===== src/rtl/mips_pkg.sv =====
// MIPS pipeline shared definitions.
// Opcode/funct/ALU codes, stage bundles and the main decoder.
package mips_pkg;

  localparam logic [5:0] OP_RTYPE = 6'h00;
  localparam logic [5:0] OP_J     = 6'h02;
  localparam logic [5:0] OP_BEQ   = 6'h04;
  localparam logic [5:0] OP_ADDI  = 6'h08;
  localparam logic [5:0] OP_LW    = 6'h23;
  localparam logic [5:0] OP_SW    = 6'h2B;

  localparam logic [5:0] F_ADD = 6'h20;
  localparam logic [5:0] F_SUB = 6'h22;
  localparam logic [5:0] F_AND = 6'h24;
  localparam logic [5:0] F_OR  = 6'h25;
  localparam logic [5:0] F_SLT = 6'h2A;

  localparam logic [2:0] ALU_AND = 3'b000;
  localparam logic [2:0] ALU_OR  = 3'b001;
  localparam logic [2:0] ALU_ADD = 3'b010;
  localparam logic [2:0] ALU_SUB = 3'b110;
  localparam logic [2:0] ALU_SLT = 3'b111;

  typedef struct packed {
    logic       regwrite;
    logic       memtoreg;
    logic       memwrite;
    logic       alusrc;
    logic       regdst;
    logic [2:0] alucontrol;
  } ctrl_t;

  typedef struct packed {
    logic [31:0] instr;
    logic [31:0] pcplus4;
  } if_id_t;

  typedef struct packed {
    ctrl_t       ctrl;
    logic [31:0] rd1;
    logic [31:0] rd2;
    logic [31:0] simm;
    logic [4:0]  rs;
    logic [4:0]  rt;
    logic [4:0]  rd;
  } id_ex_t;

  typedef struct packed {
    logic        regwrite;
    logic        memtoreg;
    logic        memwrite;
    logic [31:0] aluout;
    logic [31:0] writedata;
    logic [4:0]  writereg;
  } ex_mem_t;

  typedef struct packed {
    logic        regwrite;
    logic        memtoreg;
    logic [31:0] readdata;
    logic [31:0] aluout;
    logic [4:0]  writereg;
  } mem_wb_t;

  // beq/j carry no datapath control; they are decoded separately.
  function automatic ctrl_t decode(input logic [5:0] op,
                                   input logic [5:0] fn);
    ctrl_t c;
    c = '0;
    unique case (1'b1)
      op == OP_RTYPE: begin
        c.regwrite = 1'b1;
        c.regdst   = 1'b1;
        unique case (1'b1)
          fn == F_ADD: c.alucontrol = ALU_ADD;
          fn == F_SUB: c.alucontrol = ALU_SUB;
          fn == F_AND: c.alucontrol = ALU_AND;
          fn == F_OR:  c.alucontrol = ALU_OR;
          fn == F_SLT: c.alucontrol = ALU_SLT;
          default:     c = '0;
        endcase
      end
      op == OP_LW: begin
        c.regwrite   = 1'b1;
        c.memtoreg   = 1'b1;
        c.alusrc     = 1'b1;
        c.alucontrol = ALU_ADD;
      end
      op == OP_SW: begin
        c.memwrite   = 1'b1;
        c.alusrc     = 1'b1;
        c.alucontrol = ALU_ADD;
      end
      op == OP_ADDI: begin
        c.regwrite   = 1'b1;
        c.alusrc     = 1'b1;
        c.alucontrol = ALU_ADD;
      end
      default: c = '0;
    endcase
    return c;
  endfunction

endpackage


===== src/rtl/mips_if.sv =====
// Instruction/data memory bus of the MIPS core.
// master = core (pc, memwrite, aluout, writedata out), slave = memories.
interface mips_if;
  logic [31:0] pc;
  logic [31:0] instr;
  logic        memwrite;
  logic [31:0] aluout;
  logic [31:0] writedata;
  logic [31:0] readdata;

  modport master (
    output pc, memwrite, aluout, writedata,
    input  instr, readdata
  );
  modport slave (
    input  pc, memwrite, aluout, writedata,
    output instr, readdata
  );
endinterface


===== src/rtl/mips_eqcmp.sv =====
// 32-bit equality comparator for branch resolution in D.
// a_i, b_i -> eq_o.
module mips_eqcmp (
  input  logic [31:0] a_i,
  input  logic [31:0] b_i,
  output logic        eq_o
);
  assign eq_o = (a_i == b_i);
endmodule


===== src/rtl/mips_flop.sv =====
// Generic pipeline register with enable and synchronous clear.
// clk/rst_n, en_i, clr_i (wins over en_i), d_i -> q_o.
module mips_flop #(
  parameter int W = 32
) (
  input  logic         clk,
  input  logic         rst_n,
  input  logic         en_i,
  input  logic         clr_i,
  input  logic [W-1:0] d_i,
  output logic [W-1:0] q_o
);
  always_ff @(posedge clk or negedge rst_n)
    if (!rst_n)      q_o <= '0;
    else if (clr_i)  q_o <= '0;
    else if (en_i)   q_o <= d_i;
endmodule


===== src/rtl/mips_hazard.sv =====
// Forwarding selects and stall detection for the 5-stage pipeline.
// Register ids/controls of D,E,M,W in; fwd selects and stall out.
module mips_hazard (
  input  logic [4:0] rsD_i,
  input  logic [4:0] rtD_i,
  input  logic [4:0] rsE_i,
  input  logic [4:0] rtE_i,
  input  logic [4:0] wregE_i,
  input  logic [4:0] wregM_i,
  input  logic [4:0] wregW_i,
  input  logic       branchD_i,
  input  logic       regwriteE_i,
  input  logic       memtoregE_i,
  input  logic       regwriteM_i,
  input  logic       memtoregM_i,
  input  logic       regwriteW_i,
  output logic       fwdAD_o,
  output logic       fwdBD_o,
  output logic [1:0] fwdAE_o,
  output logic [1:0] fwdBE_o,
  output logic       stall_o
);
  function automatic logic hit_m(input logic [4:0] s);
    return s != 5'd0 && regwriteM_i && wregM_i == s;
  endfunction

  function automatic logic hit_w(input logic [4:0] s);
    return s != 5'd0 && regwriteW_i && wregW_i == s;
  endfunction

  logic lwstall, brstall, useE, useM;

  assign fwdAD_o = hit_m(rsD_i);
  assign fwdBD_o = hit_m(rtD_i);

  // 2'b10 = from M, 2'b01 = from W
  assign fwdAE_o = hit_m(rsE_i) ? 2'b10 :
                   hit_w(rsE_i) ? 2'b01 : 2'b00;
  assign fwdBE_o = hit_m(rtE_i) ? 2'b10 :
                   hit_w(rtE_i) ? 2'b01 : 2'b00;

  assign lwstall = memtoregE_i &&
                   (rtE_i == rsD_i || rtE_i == rtD_i);

  assign useE = regwriteE_i &&
                (wregE_i == rsD_i || wregE_i == rtD_i);
  assign useM = memtoregM_i &&
                (wregM_i == rsD_i || wregM_i == rtD_i);
  assign brstall = branchD_i && (useE || useM);

  assign stall_o = lwstall || brstall;
endmodule


===== src/rtl/mips.sv =====
// Five-stage pipelined MIPS core (F/D/E/M/W), no delay slot.
// clk, reset (async, active-low), bus: mips_if master port.
module mips #(
  parameter logic [31:0] RESET_PC = 32'h0000_0000
) (
  input  logic   clk,
  input  logic   reset,
  mips_if.master bus
);
  import mips_pkg::*;

  logic [31:0] pc_q, pc_d, pcplus4F;
  logic        stall, flushD;
  if_id_t      ifid_d, ifid_q;
  id_ex_t      idex_d, idex_q;
  ex_mem_t     exmem_d, exmem_q;
  mem_wb_t     memwb_d, memwb_q;
  logic [31:0] resultW;

  // Fetch
  assign pcplus4F = pc_q + 32'd4;

  always_ff @(posedge clk or negedge reset)
    if (!reset)      pc_q <= RESET_PC;
    else if (!stall) pc_q <= pc_d;

  assign bus.pc = pc_q;
  assign ifid_d = '{instr: bus.instr, pcplus4: pcplus4F};

  mips_flop #(.W($bits(if_id_t))) u_ifid (
    .clk(clk), .rst_n(reset),
    .en_i(!stall), .clr_i(flushD),
    .d_i(ifid_d), .q_o(ifid_q)
  );

  // Decode
  logic [5:0]  opD;
  logic [4:0]  rsD, rtD, rdD;
  logic [31:0] simmD, rd1D, rd2D, cmpA, cmpB;
  logic [31:0] pcbrD, pcjD;
  logic        branchD, jumpD, eqD, pcsrcD;
  logic        fwdAD, fwdBD;
  ctrl_t       ctrlD;
  logic [31:0] rf [32];

  assign opD   = ifid_q.instr[31:26];
  assign rsD   = ifid_q.instr[25:21];
  assign rtD   = ifid_q.instr[20:16];
  assign rdD   = ifid_q.instr[15:11];
  assign simmD = {{16{ifid_q.instr[15]}},
                  ifid_q.instr[15:0]};
  assign ctrlD   = decode(opD, ifid_q.instr[5:0]);
  assign branchD = (opD == OP_BEQ);
  assign jumpD   = (opD == OP_J);

  // Register file contents are deliberately not reset.
  always_ff @(posedge clk)
    if (memwb_q.regwrite && memwb_q.writereg != 5'd0)
      rf[memwb_q.writereg] <= resultW;

  // Same-cycle write-back bypass into the read ports.
  assign rd1D = (rsD == 5'd0) ? 32'd0 :
                (memwb_q.regwrite && memwb_q.writereg == rsD)
                  ? resultW : rf[rsD];
  assign rd2D = (rtD == 5'd0) ? 32'd0 :
                (memwb_q.regwrite && memwb_q.writereg == rtD)
                  ? resultW : rf[rtD];

  assign cmpA = fwdAD ? exmem_q.aluout : rd1D;
  assign cmpB = fwdBD ? exmem_q.aluout : rd2D;

  mips_eqcmp u_eq (.a_i(cmpA), .b_i(cmpB), .eq_o(eqD));

  assign pcsrcD = branchD && eqD;
  assign pcbrD  = ifid_q.pcplus4 + {simmD[29:0], 2'b00};
  assign pcjD   = {ifid_q.pcplus4[31:28],
                   ifid_q.instr[25:0], 2'b00};
  // Redirect only lands once the stall clears (pc held anyway).
  assign flushD = (pcsrcD || jumpD) && !stall;
  assign pc_d   = jumpD  ? pcjD  :
                  pcsrcD ? pcbrD : pcplus4F;

  assign idex_d = '{ctrl: ctrlD, rd1: rd1D, rd2: rd2D,
                    simm: simmD, rs: rsD, rt: rtD, rd: rdD};

  mips_flop #(.W($bits(id_ex_t))) u_idex (
    .clk(clk), .rst_n(reset),
    .en_i(1'b1), .clr_i(stall),
    .d_i(idex_d), .q_o(idex_q)
  );

  // Execute
  logic [1:0]  fwdAE, fwdBE;
  logic [31:0] srcAE, srcBE, wdE, aluE;
  logic [4:0]  wregE;

  assign srcAE = fwdAE[1] ? exmem_q.aluout :
                 fwdAE[0] ? resultW : idex_q.rd1;
  assign wdE   = fwdBE[1] ? exmem_q.aluout :
                 fwdBE[0] ? resultW : idex_q.rd2;
  assign srcBE = idex_q.ctrl.alusrc ? idex_q.simm : wdE;
  assign wregE = idex_q.ctrl.regdst ? idex_q.rd : idex_q.rt;

  always_comb begin
    unique case (idex_q.ctrl.alucontrol)
      ALU_AND: aluE = srcAE & srcBE;
      ALU_OR:  aluE = srcAE | srcBE;
      ALU_ADD: aluE = srcAE + srcBE;
      ALU_SUB: aluE = srcAE - srcBE;
      ALU_SLT: aluE = {31'd0,
                       $signed(srcAE) < $signed(srcBE)};
      default: aluE = 32'd0;
    endcase
  end

  assign exmem_d = '{regwrite:  idex_q.ctrl.regwrite,
                     memtoreg:  idex_q.ctrl.memtoreg,
                     memwrite:  idex_q.ctrl.memwrite,
                     aluout:    aluE,
                     writedata: wdE,
                     writereg:  wregE};

  mips_flop #(.W($bits(ex_mem_t))) u_exmem (
    .clk(clk), .rst_n(reset),
    .en_i(1'b1), .clr_i(1'b0),
    .d_i(exmem_d), .q_o(exmem_q)
  );

  // Memory
  assign bus.memwrite  = exmem_q.memwrite;
  assign bus.aluout    = exmem_q.aluout;
  assign bus.writedata = exmem_q.writedata;

  assign memwb_d = '{regwrite: exmem_q.regwrite,
                     memtoreg: exmem_q.memtoreg,
                     readdata: bus.readdata,
                     aluout:   exmem_q.aluout,
                     writereg: exmem_q.writereg};

  mips_flop #(.W($bits(mem_wb_t))) u_memwb (
    .clk(clk), .rst_n(reset),
    .en_i(1'b1), .clr_i(1'b0),
    .d_i(memwb_d), .q_o(memwb_q)
  );

  // Write-back
  assign resultW = memwb_q.memtoreg ? memwb_q.readdata
                                    : memwb_q.aluout;

  mips_hazard u_hz (
    .rsD_i(rsD), .rtD_i(rtD),
    .rsE_i(idex_q.rs), .rtE_i(idex_q.rt),
    .wregE_i(wregE),
    .wregM_i(exmem_q.writereg),
    .wregW_i(memwb_q.writereg),
    .branchD_i(branchD),
    .regwriteE_i(idex_q.ctrl.regwrite),
    .memtoregE_i(idex_q.ctrl.memtoreg),
    .regwriteM_i(exmem_q.regwrite),
    .memtoregM_i(exmem_q.memtoreg),
    .regwriteW_i(memwb_q.regwrite),
    .fwdAD_o(fwdAD), .fwdBD_o(fwdBD),
    .fwdAE_o(fwdAE), .fwdBE_o(fwdBE),
    .stall_o(stall)
  );
endmodule


===== src/flat_wrapper.sv =====
// flat-port wrapper written by rule: the top's interface ports become plain ports
module mips_flat import mips_pkg::*;
#(
  parameter logic [31:0] RESET_PC = 32'h0000_0000
)
  (clk, reset, bus_pc, bus_memwrite, bus_aluout, bus_writedata, bus_instr, bus_readdata);
  mips_if bus_i ();
  input  logic clk;
  input  logic reset;
  output wire logic [$bits(bus_i.pc)-1:0] bus_pc;
  output wire logic [$bits(bus_i.memwrite)-1:0] bus_memwrite;
  output wire logic [$bits(bus_i.aluout)-1:0] bus_aluout;
  output wire logic [$bits(bus_i.writedata)-1:0] bus_writedata;
  input wire logic [$bits(bus_i.instr)-1:0] bus_instr;
  input wire logic [$bits(bus_i.readdata)-1:0] bus_readdata;
  assign bus_pc = bus_i.pc;
  assign bus_memwrite = bus_i.memwrite;
  assign bus_aluout = bus_i.aluout;
  assign bus_writedata = bus_i.writedata;
  assign bus_i.instr = bus_instr;
  assign bus_i.readdata = bus_readdata;
  mips #(.RESET_PC(RESET_PC)) u_core (.clk(clk), .reset(reset), .bus(bus_i));
endmodule

===== config.mk =====
export PLATFORM = sky130hd
export DESIGN_NAME = mips_flat
export DESIGN_NICKNAME = d
export VERILOG_FILES = /design/src/rtl/mips_pkg.sv /design/src/rtl/mips_if.sv /design/src/rtl/mips_eqcmp.sv /design/src/rtl/mips_flop.sv /design/src/rtl/mips_hazard.sv /design/src/rtl/mips.sv /design/src/flat_wrapper.sv
export SDC_FILE = /design/constraint.sdc
export NUM_CORES = 2
export LEC_CHECK = 0
export ABC_CLOCK_PERIOD_IN_PS = 9900
export BUFFER_PORTS_ARGS = -buffer_cell sky130_fd_sc_hd__buf_2
export CORE_MARGIN = 2
export CORE_UTILIZATION = 50
export CTS_BUF_LIST = sky130_fd_sc_hd__clkbuf_16
export CTS_CLUSTER_DIAMETER = 30
export DETAILED_ROUTE_END_ITERATION = 10
export PLACE_DENSITY = 0.75
export SYNTH_ARGS = -nofsm -noshare
export SYNTH_HDL_FRONTEND = slang
export SYNTH_HIERARCHICAL = 1
export SYNTH_SLANG_ARGS = --single-unit
export TNS_END_PERCENT = 30

===== constraint.sdc =====
create_clock -name clk -period 9.9 [get_ports clk]
set_clock_uncertainty 0.1 [all_clocks]
set_input_delay 0.495 -clock clk [delete_from_list [all_inputs] [get_ports clk]]
set_output_delay 0.495 -clock clk [all_outputs]
set_load 0.01 [all_outputs]

After elaboration in Yosys (flattened, before gate mapping)
Memory sizes are Yosys's and may differ from the RTL's.
Cells that the tools add are included.

storage, ports and cells
  register bits = 358
  latch bits = 0
  bits in writable memories = 1024
  memory bits (read-only) = 0
  output and inout port bits = 97
  logic and storage cells = 114
  memories = 1

operators by class
  add/subtract/negate cells = 4
  $mul = 0
  divide/modulo/power cells = 0
  order comparisons = 1
  equality and inequality tests = 28
  shift operators = 0
  muxes and demuxes = 33
  bitwise gates (word level) = 2
  reduce and logical (&&, ||, !) cells = 40

memory list
  name       depth  width  read ports  clocked after memory_dff  write ports  line        RTL
  u_core.rf  32     32     2           0                         1            mips.sv:44  logic [31:0] rf [32];

operators by type and width
  operator                                                                number
  32-bit two-way mux                                                      14
  32-bit one-hot mux with 5 select lines                                  1
  64-bit two-way mux                                                      2
  119-bit two-way mux                                                     1
  32-bit adder                                                            2
  5-bit equality test                                                     12
  6-bit equality test (second input constant)                             7
  32-bit by 3-bit adder with 32-bit output (second input constant)        1
  32-bit bitwise AND                                                      1
  32-bit equality test                                                    1
  32-bit less-than comparator                                             1
  32-bit OR                                                               1
  32-bit subtractor                                                       1
  5-bit nonzero test                                                      5
  1-bit logical AND                                                       21
  3-bit one-hot mux with 4 select lines                                   1
  5-bit logical NOT                                                       2
  5-bit two-way mux                                                       2
  1-bit one-hot mux with 2 select lines                                   4
  3-bit equality test (second input constant)                             2
  6-bit by 2-bit equality test with 1-bit output (second input constant)  1
  6-bit by 3-bit equality test with 1-bit output (second input constant)  1
  6-bit by 4-bit equality test with 1-bit output (second input constant)  1
  6-bit logical NOT                                                       1
  other kinds (12)                                                        22

Logic depth before layout (Yosys ltp)
  word-level depth = 10
  gate-level depth with buffers = 25
  depth with buffers taken out = 22

Cells and area by module
Netlist, hierarchy kept.

modules (own cells, without submodules)
  module                      times used  cells an instance  area each (µm²)  sequential area each (µm²)
  mips                        1           3689               58850.2          31550.3
  mips_flop (u_core.u_idex)   1           383                4918.5           2977.9
  mips_flop (u_core.u_exmem)  1           232                2940.3           1801.7
  mips_flop (u_core.u_memwb)  1           229                2901.5           1776.7
  mips_flop (u_core.u_ifid)   1           206                2611.3           1601.5
  mips_hazard                 1           90                 689.4            0.0
  mips_eqcmp                  1           43                 346.6            0.0

Worst setup path after synthesis
Ideal clock, no wire load.

  path kind = reg2reg
  start = register u_core.u_idex.q_o[6]
  end = register u_core.u_exmem.q_o[60]
  setup time = 0.118 ns
  data arrival time = 5.655 ns
  data required time = 9.682 ns
  path slack = 4.027 ns
  stages on the path, launching flop included = 23
  path buffers = 4
  clock period less this slack = 5.873 ns
  cell sequence = dfrtp_1 -> buf_6 -> or4_4 -> nor2_4 -> nor4_2 -> nor4_2 -> clkbuf_1 -> buf_1 -> mux2i_1 -> o21ai_0 -> mux2i_1 -> ha_1 -> buf_6 -> or4_4 -> or4_4 -> a21oi_2 -> o21bai_2 -> a2111oi_4 -> o21ai_0 -> a41o_1 -> o31a_1 -> mux2i_1 -> nor2_1

between the ends
  elaborated cells on any way between the ends = 17
  those cells by class = 2 x add/sub; 2 x eq/ne; 6 x mux; 2 x bitwise; 5 x reduce/logical

RTL lines
  item                                                      line                      RTL
  start, declared                                           mips_flop.sv:11           output logic [W-1:0] q_o
  start signal, assigned                                    mips_flop.sv:16           else if (en_i) q_o <= d_i;
  5-bit nonzero test                                        mips_hazard.sv:24         return s != 5'd0 && regwriteM_i && wregM_i == s;
  1-bit logical AND                                         mips_hazard.sv:24
  1-bit logical AND *                                       mips_hazard.sv:24
  2-bit two-way mux *                                       mips_hazard.sv:39         assign fwdBE_o = hit_m(rtE_i) ? 2'b10 :
  named net u_core.fwdBE[1]                                 mips.sv:93                logic [1:0] fwdAE, fwdBE;
  32-bit two-way mux *                                      mips.sv:99                assign wdE = fwdBE[1] ? exmem_q.aluout :
  named net u_core.wdE[10]                                  mips.sv:94                logic [31:0] srcAE, srcBE, wdE, aluE;
  32-bit two-way mux *                                      mips.sv:101               assign srcBE = idex_q.ctrl.alusrc ? idex_q.simm : wdE;
  32-bit subtractor / 32-bit adder (equally long branches)  mips.sv:109, mips.sv:108
  32-bit one-hot mux with 5 select lines *                  mips.sv:105               unique case (idex_q.ctrl.alucontrol)
  named net u_core.aluE[23]                                 mips.sv:94
  end signal, assigned                                      mips_flop.sv:16
  end, declared                                             mips_flop.sv:11

Mark *: on every way through the listed nets, which the timed path passes. The rest lies on a longest branch.
A chain may end at the register's enable or synchronous reset.

Worst setup path after layout
  start = register u_core.u_ifid.q_o[48]
  end = register u_core.u_ifid.q_o[41]

between the ends
  cells in the longest elaborated chain, start to end = 10
  elaborated cells on any way between the ends = 29
  those cells by class = 6 x eq/ne; 4 x mux; 18 x reduce/logical; 1 x memory

ends and longest elaborated chain
  item                                                                                 line             RTL
  start, declared                                                                      mips_flop.sv:11
  start signal, assigned                                                               mips_flop.sv:16
  parallel branches: the longest is 3 deep, another holds memory 32 x 32 bit           -
  32-bit two-way mux *                                                                 mips.sv:65       assign rd2D = (rtD == 5'd0) ? 32'd0 :
  named net u_core.rd2D[6]                                                             mips.sv:39       logic [31:0] simmD, rd1D, rd2D, cmpA, cmpB;
  32-bit two-way mux *                                                                 mips.sv:70       assign cmpB = fwdBD ? exmem_q.aluout : rd2D;
  named net u_core.cmpB[6]                                                             mips.sv:39
  32-bit equality test *                                                               mips_eqcmp.sv:8  assign eq_o = (a_i == b_i);
  named net u_core.eqD                                                                 mips.sv:41       logic branchD, jumpD, eqD, pcsrcD;
  1-bit logical AND *                                                                  mips.sv:74       assign pcsrcD = branchD && eqD;
  1-bit logical OR *                                                                   mips.sv:79       assign flushD = (pcsrcD || jumpD) && !stall;
  1-bit logical AND *                                                                  mips.sv:79
  named net u_core.flushD                                                              mips.sv:13       logic stall, flushD;
  2-bit inequality test (no source line) / 64-bit two-way mux (equally long branches)  -

Mark *: on every way through the listed nets, which the timed path passes.

==> Implementation_results.wiki <==
{| class="wikitable"
! Metric !! Value
|-
| Run status || finished clean
|-
| Vias in the first global route || 50600
|-
| Category of the worst setup path launch point || register
|-
| Die extent in x || approximately 390 um
|-
| Input/output buffers || 162
|-
| Multiplexer share of the synthesized area || 0.279
|-
| Crit path required time || approximately 11 ns
|-
| Diode insertion count for antenna repair || 0
|-
| Post-detailed-route count of antenna-violating nets || 0
|-
| Finish-stage setup viols || 0
|-
| Clk Latency, worst-skew pair || 0.92 ns
|-
| CTS tree || done
|-
| Worst slew pin tran || around 1.2 ns
|-
| Commonest register cell after synthesis || sky130_fd_sc_hd__edfxtp_1
|-
| Footprint of the multi-input gates || between 30000 and 40000 um2
|-
| Maximum clock path buffer count || 4
|-
| Total number of vias || roughly 50000
|-
| First-pass iteration count of the detailed router || 8
|-
| Count of pins over their slew limit || 0
|-
| Synthesized-area fraction occupied by xor and xnor cells || 0.0197
|-
| Combinational family with the most area after synthesis || multiplexers
|-
| WL final || between 200 and 250 mm
|-
| Top Ports || ~160
|-
| Initial Util || 0.503
|-
| Number of design-rule violations left by the first detailed-router iteration || between 7000 and 8000
|-
| Via-per-instance ratio || 6.83
|-
| Compound-Gate Fraction of Synth Area || 0.0493
|-
| Max frequency || about 140 MHz
|-
| Commonest non-fill, non-tap cells in the layout || 1024 x sky130_fd_sc_hd__edfxtp_1, 634 x sky130_fd_sc_hd__mux4_2, 528 x sky130_fd_sc_hd__nor2_1
|-
| Sequential share of the synthesized area || 0.542
|-
| Final GP Congestion || 0.948
|-
| Most common cell after layout, fill and taps aside || sky130_fd_sc_hd__edfxtp_1
|-
| Number of nets in the layout || between 5000 and 6000
|-
| Final worst-path cycle share || 0.734
|-
| Root buffer cell || sky130_fd_sc_hd__clkbuf_16
|-
| Post-synthesis simple-gate area fraction || 0.0553
|-
| Synthesis warning total || 6
|-
| Final sum of negative setup slack || 0 ns
|-
| Combined global-route utilization of all metal layers || 0.318
|-
| Syn Inst Count || roughly 5000
|-
| Final hold slack || between 0.15 and 0.2 ns
|-
| Sequential cell area in the final layout || roughly 40000 um2
|-
| Area of the die || ~150000 um2
|-
| Library cell occupying the most area in the post-synthesis netlist || sky130_fd_sc_hd__edfxtp_1
|-
| Routed WL per cell || 32.8 um
|-
| RSZ-0062 raised after global routing || no
|-
| Half-perimeter wire length after detailed placement || 129 mm
|-
| Fraction of final layout cells sized beyond drive strength 1 || 0.285
|-
| Count of buffers added by post-CTS timing repair for setup || 0
|-
| Wire length of the first global-routing pass || ~350 mm
|-
| Number of buffers created by CTS || 288
|-
| Leftover overflow at the end of global routing || 0
|-
| Crit path DAT || 7.89 ns
|-
| Post-Synth Adder-Cell Area || 0.0223
|-
| Relative max-transition margin || 0.182
|-
| Area of the mapped netlist || ~73000 um2
|-
| Minimum period implied by the final worst setup slack || between 7 and 8 ns
|-
| Share of flip-flops with an asynchronous set or reset after synthesis || 0.259
|-
| Cell Pwr Density || between 200 and 250 nW/um2
|-
| Fill count || 10300
|-
| Clock-pin slew on the worst setup and hold paths || about 0.050 ns
|-
| Top cells by area, synth || sky130_fd_sc_hd__edfxtp_1 42%, sky130_fd_sc_hd__mux4_2 19%, sky130_fd_sc_hd__dfrtp_1 12%
|-
| Final Hold Vio Count || 0
|-
| Class of the worst hold path || in2async
|-
| Die Ht || 387 um
|-
| Post-synth EDFFs || approximately 1000
|-
| DRC Markers || 0
|-
| Maximum number of pins on one net before global-route repair || 133
|-
| Worst-path maximum fanout || 37
|-
| Overall power after layout || approximately 19 mW
|-
| H-tree depth reported by CTS || 5
|-
| Total clock sinks || roughly 1400
|-
| Distinct cell type count of the synthesized netlist || between 80 and 90
|-
| Highest ir drop seen on vdd || roughly 0.19 mV
|-
| Share of the synthesized area in the top cell type || 0.420
|-
| PostCTS Resize Cnt || 0
|-
| Lkg Pwr || approximately 33 nW
|-
| Element type at the critical path end || register
|-
| Initial antenna violation count || 2
|-
| Syn_area_per_cell || between 15 and 20 um2
|-
| Area growth, synth to finish || 17.6%
|-
| Std-Cell Core Area || about 150000 um2
|-
| Number of core rows || 140
|-
| Classification of the worst setup path || reg2reg
|-
| Post-synthesis sequential element count || ~1400
|-
| Max cap viols || 0
|}
worst max-delay path, stage by stage (launching register included):
cell and delay [ns]:
sky130_fd_sc_hd__dfrtp_4 0.86, sky130_fd_sc_hd__buf_4 0.57, sky130_fd_sc_hd__mux4_2 0.57, sky130_fd_sc_hd__mux4_2 0.50, sky130_fd_sc_hd__mux2i_1 0.28, sky130_fd_sc_hd__a211oi_1 0.17, sky130_fd_sc_hd__mux2_2 0.32, sky130_fd_sc_hd__xor2_1 0.27
sky130_fd_sc_hd__nor4_1 0.76, sky130_fd_sc_hd__nand4_1 0.18, sky130_fd_sc_hd__nor2_1 0.50, sky130_fd_sc_hd__nand2_1 0.10, sky130_fd_sc_hd__buf_4 0.26, sky130_fd_sc_hd__nand2_1 0.11, sky130_fd_sc_hd__buf_4 0.30, sky130_fd_sc_hd__nand2_1 0.16
sky130_fd_sc_hd__inv_2 0.45, sky130_fd_sc_hd__buf_4 0.49, sky130_fd_sc_hd__nor2_1 0.11
stage by stage:
stage / utilization / std cells / cell area, um2 / setup WS (ns)
floorplan: - / 4908 / 73400 / 4.03
global placement: 0.522 / 6733 / 76000 / 2.84
detailed placement: 0.522 / 6733 / 76000 / 2.74
CTS: 0.592 / 7301 / 86200 / 2.75
global route: 0.592 / 7301 / 86200 / 2.28
finish: 0.592 / 7301 / 86200 / 2.63
layout make-up:
cell class	instances	area share
Multi-Input combinational cell	3051	0.367
Inverter	121	0.00530
Tap cell	1917	0.0278
Sequential cell	1382	0.461
Timing Repair Buffer	327	0.0284
Clock buffer	295	0.0857
Clock inverter	208	0.0243
cell usage after synthesis, types with 20 or more instances:
master / number
sky130_fd_sc_hd__mux4_2: 634
sky130_fd_sc_hd__o22ai_1: 40
sky130_fd_sc_hd__buf_8: 20
sky130_fd_sc_hd__nor3_1: 36
sky130_fd_sc_hd__mux2i_1: 505
sky130_fd_sc_hd__mux2_2: 100
sky130_fd_sc_hd__xor2_1: 87
sky130_fd_sc_hd__a21o_1: 35
sky130_fd_sc_hd__dfrtp_1: 358
sky130_fd_sc_hd__nand3_1: 46
sky130_fd_sc_hd__o31ai_1: 22
sky130_fd_sc_hd__nand2b_1: 26
sky130_fd_sc_hd__buf_1: 52
sky130_fd_sc_hd__nor2_1: 554
sky130_fd_sc_hd__nor4_1: 24
sky130_fd_sc_hd__nand2_1: 135
sky130_fd_sc_hd__edfxtp_1: 1024
sky130_fd_sc_hd__buf_2: 55
sky130_fd_sc_hd__o21ai_0: 113
sky130_fd_sc_hd__clkbuf_1: 202
sky130_fd_sc_hd__xnor2_1: 78
sky130_fd_sc_hd__a21oi_1: 129
sky130_fd_sc_hd__inv_1: 120
sky130_fd_sc_hd__ha_1: 126
sky130_fd_sc_hd__a211oi_1: 79
path summary, 6_finish.rpt:
path / slack (ns) / to / depth (start not counted) / start
max: 2.63 / u_core/u_ifid/q_o[41] / 18 / u_core/u_ifid/q_o[48]
min: 0.19 / u_core/u_ifid/q_o[31] / 2 / reset
max reg2reg: 2.63 / u_core/u_ifid/q_o[41] / 18 / u_core/u_ifid/q_o[48]
min reg2reg: 0.40 / u_core/bus.pc[1] / 1 / u_core/u_ifid/q_o[1]
max in group asynchronous: 7.13 / u_core/u_idex/q_o[98] / 4 / reset
min in group clk: 0.30 / u_core/u_memwb/q_o[50] / 4 / bus_readdata[13]
state kept, by name, indices dropped and copies added (netlist names):
name,cells
u_core/u_memwb/q_o,71
u_core/u_exmem/q_o,72
u_core/u_ifid/q_o,64
u_core/u_idex/q_o,119
u_core/rf,1024
u_core/bus.pc,32
logic make-up (layout without fill, tap and decap cells):
logic type,count (synthesis),after routing
buf+inv,475,951
fa+ha+maj,129,129
flops,1382,1382
compound gates,552,552
simple gates,928,928
other cells,2,38
xor+xnor,165,165
mux,1239,1239
power by group:
part	switching (mW)	internal [mW]	total, mW
clock	3.28	6.20	9.48
sequential	0.285	6.44	6.73
combinational	1.73	1.23	2.96
total	5.29	13.9	19.2
timing repair:
item | 4_1_cts | 5_1_grt
endpoints found under the hold margin | 172 | 0
endpoints found under the setup margin | 0 | 0
hold buffers | 65 | 0
routing by layer:
layer / vias to the layer above / part of all wire / track usage
met3: 848 / 0.11 / 0.0742
met4: 2 / 0.063 / 0.181
met5: - / 0.000029 / 0
li1: 19800 / - / -
met1: 25300 / 0.35 / 0.402
met2: 3899 / 0.47 / 0.505
No activity file was read; power rests on OpenSTA's default activity.
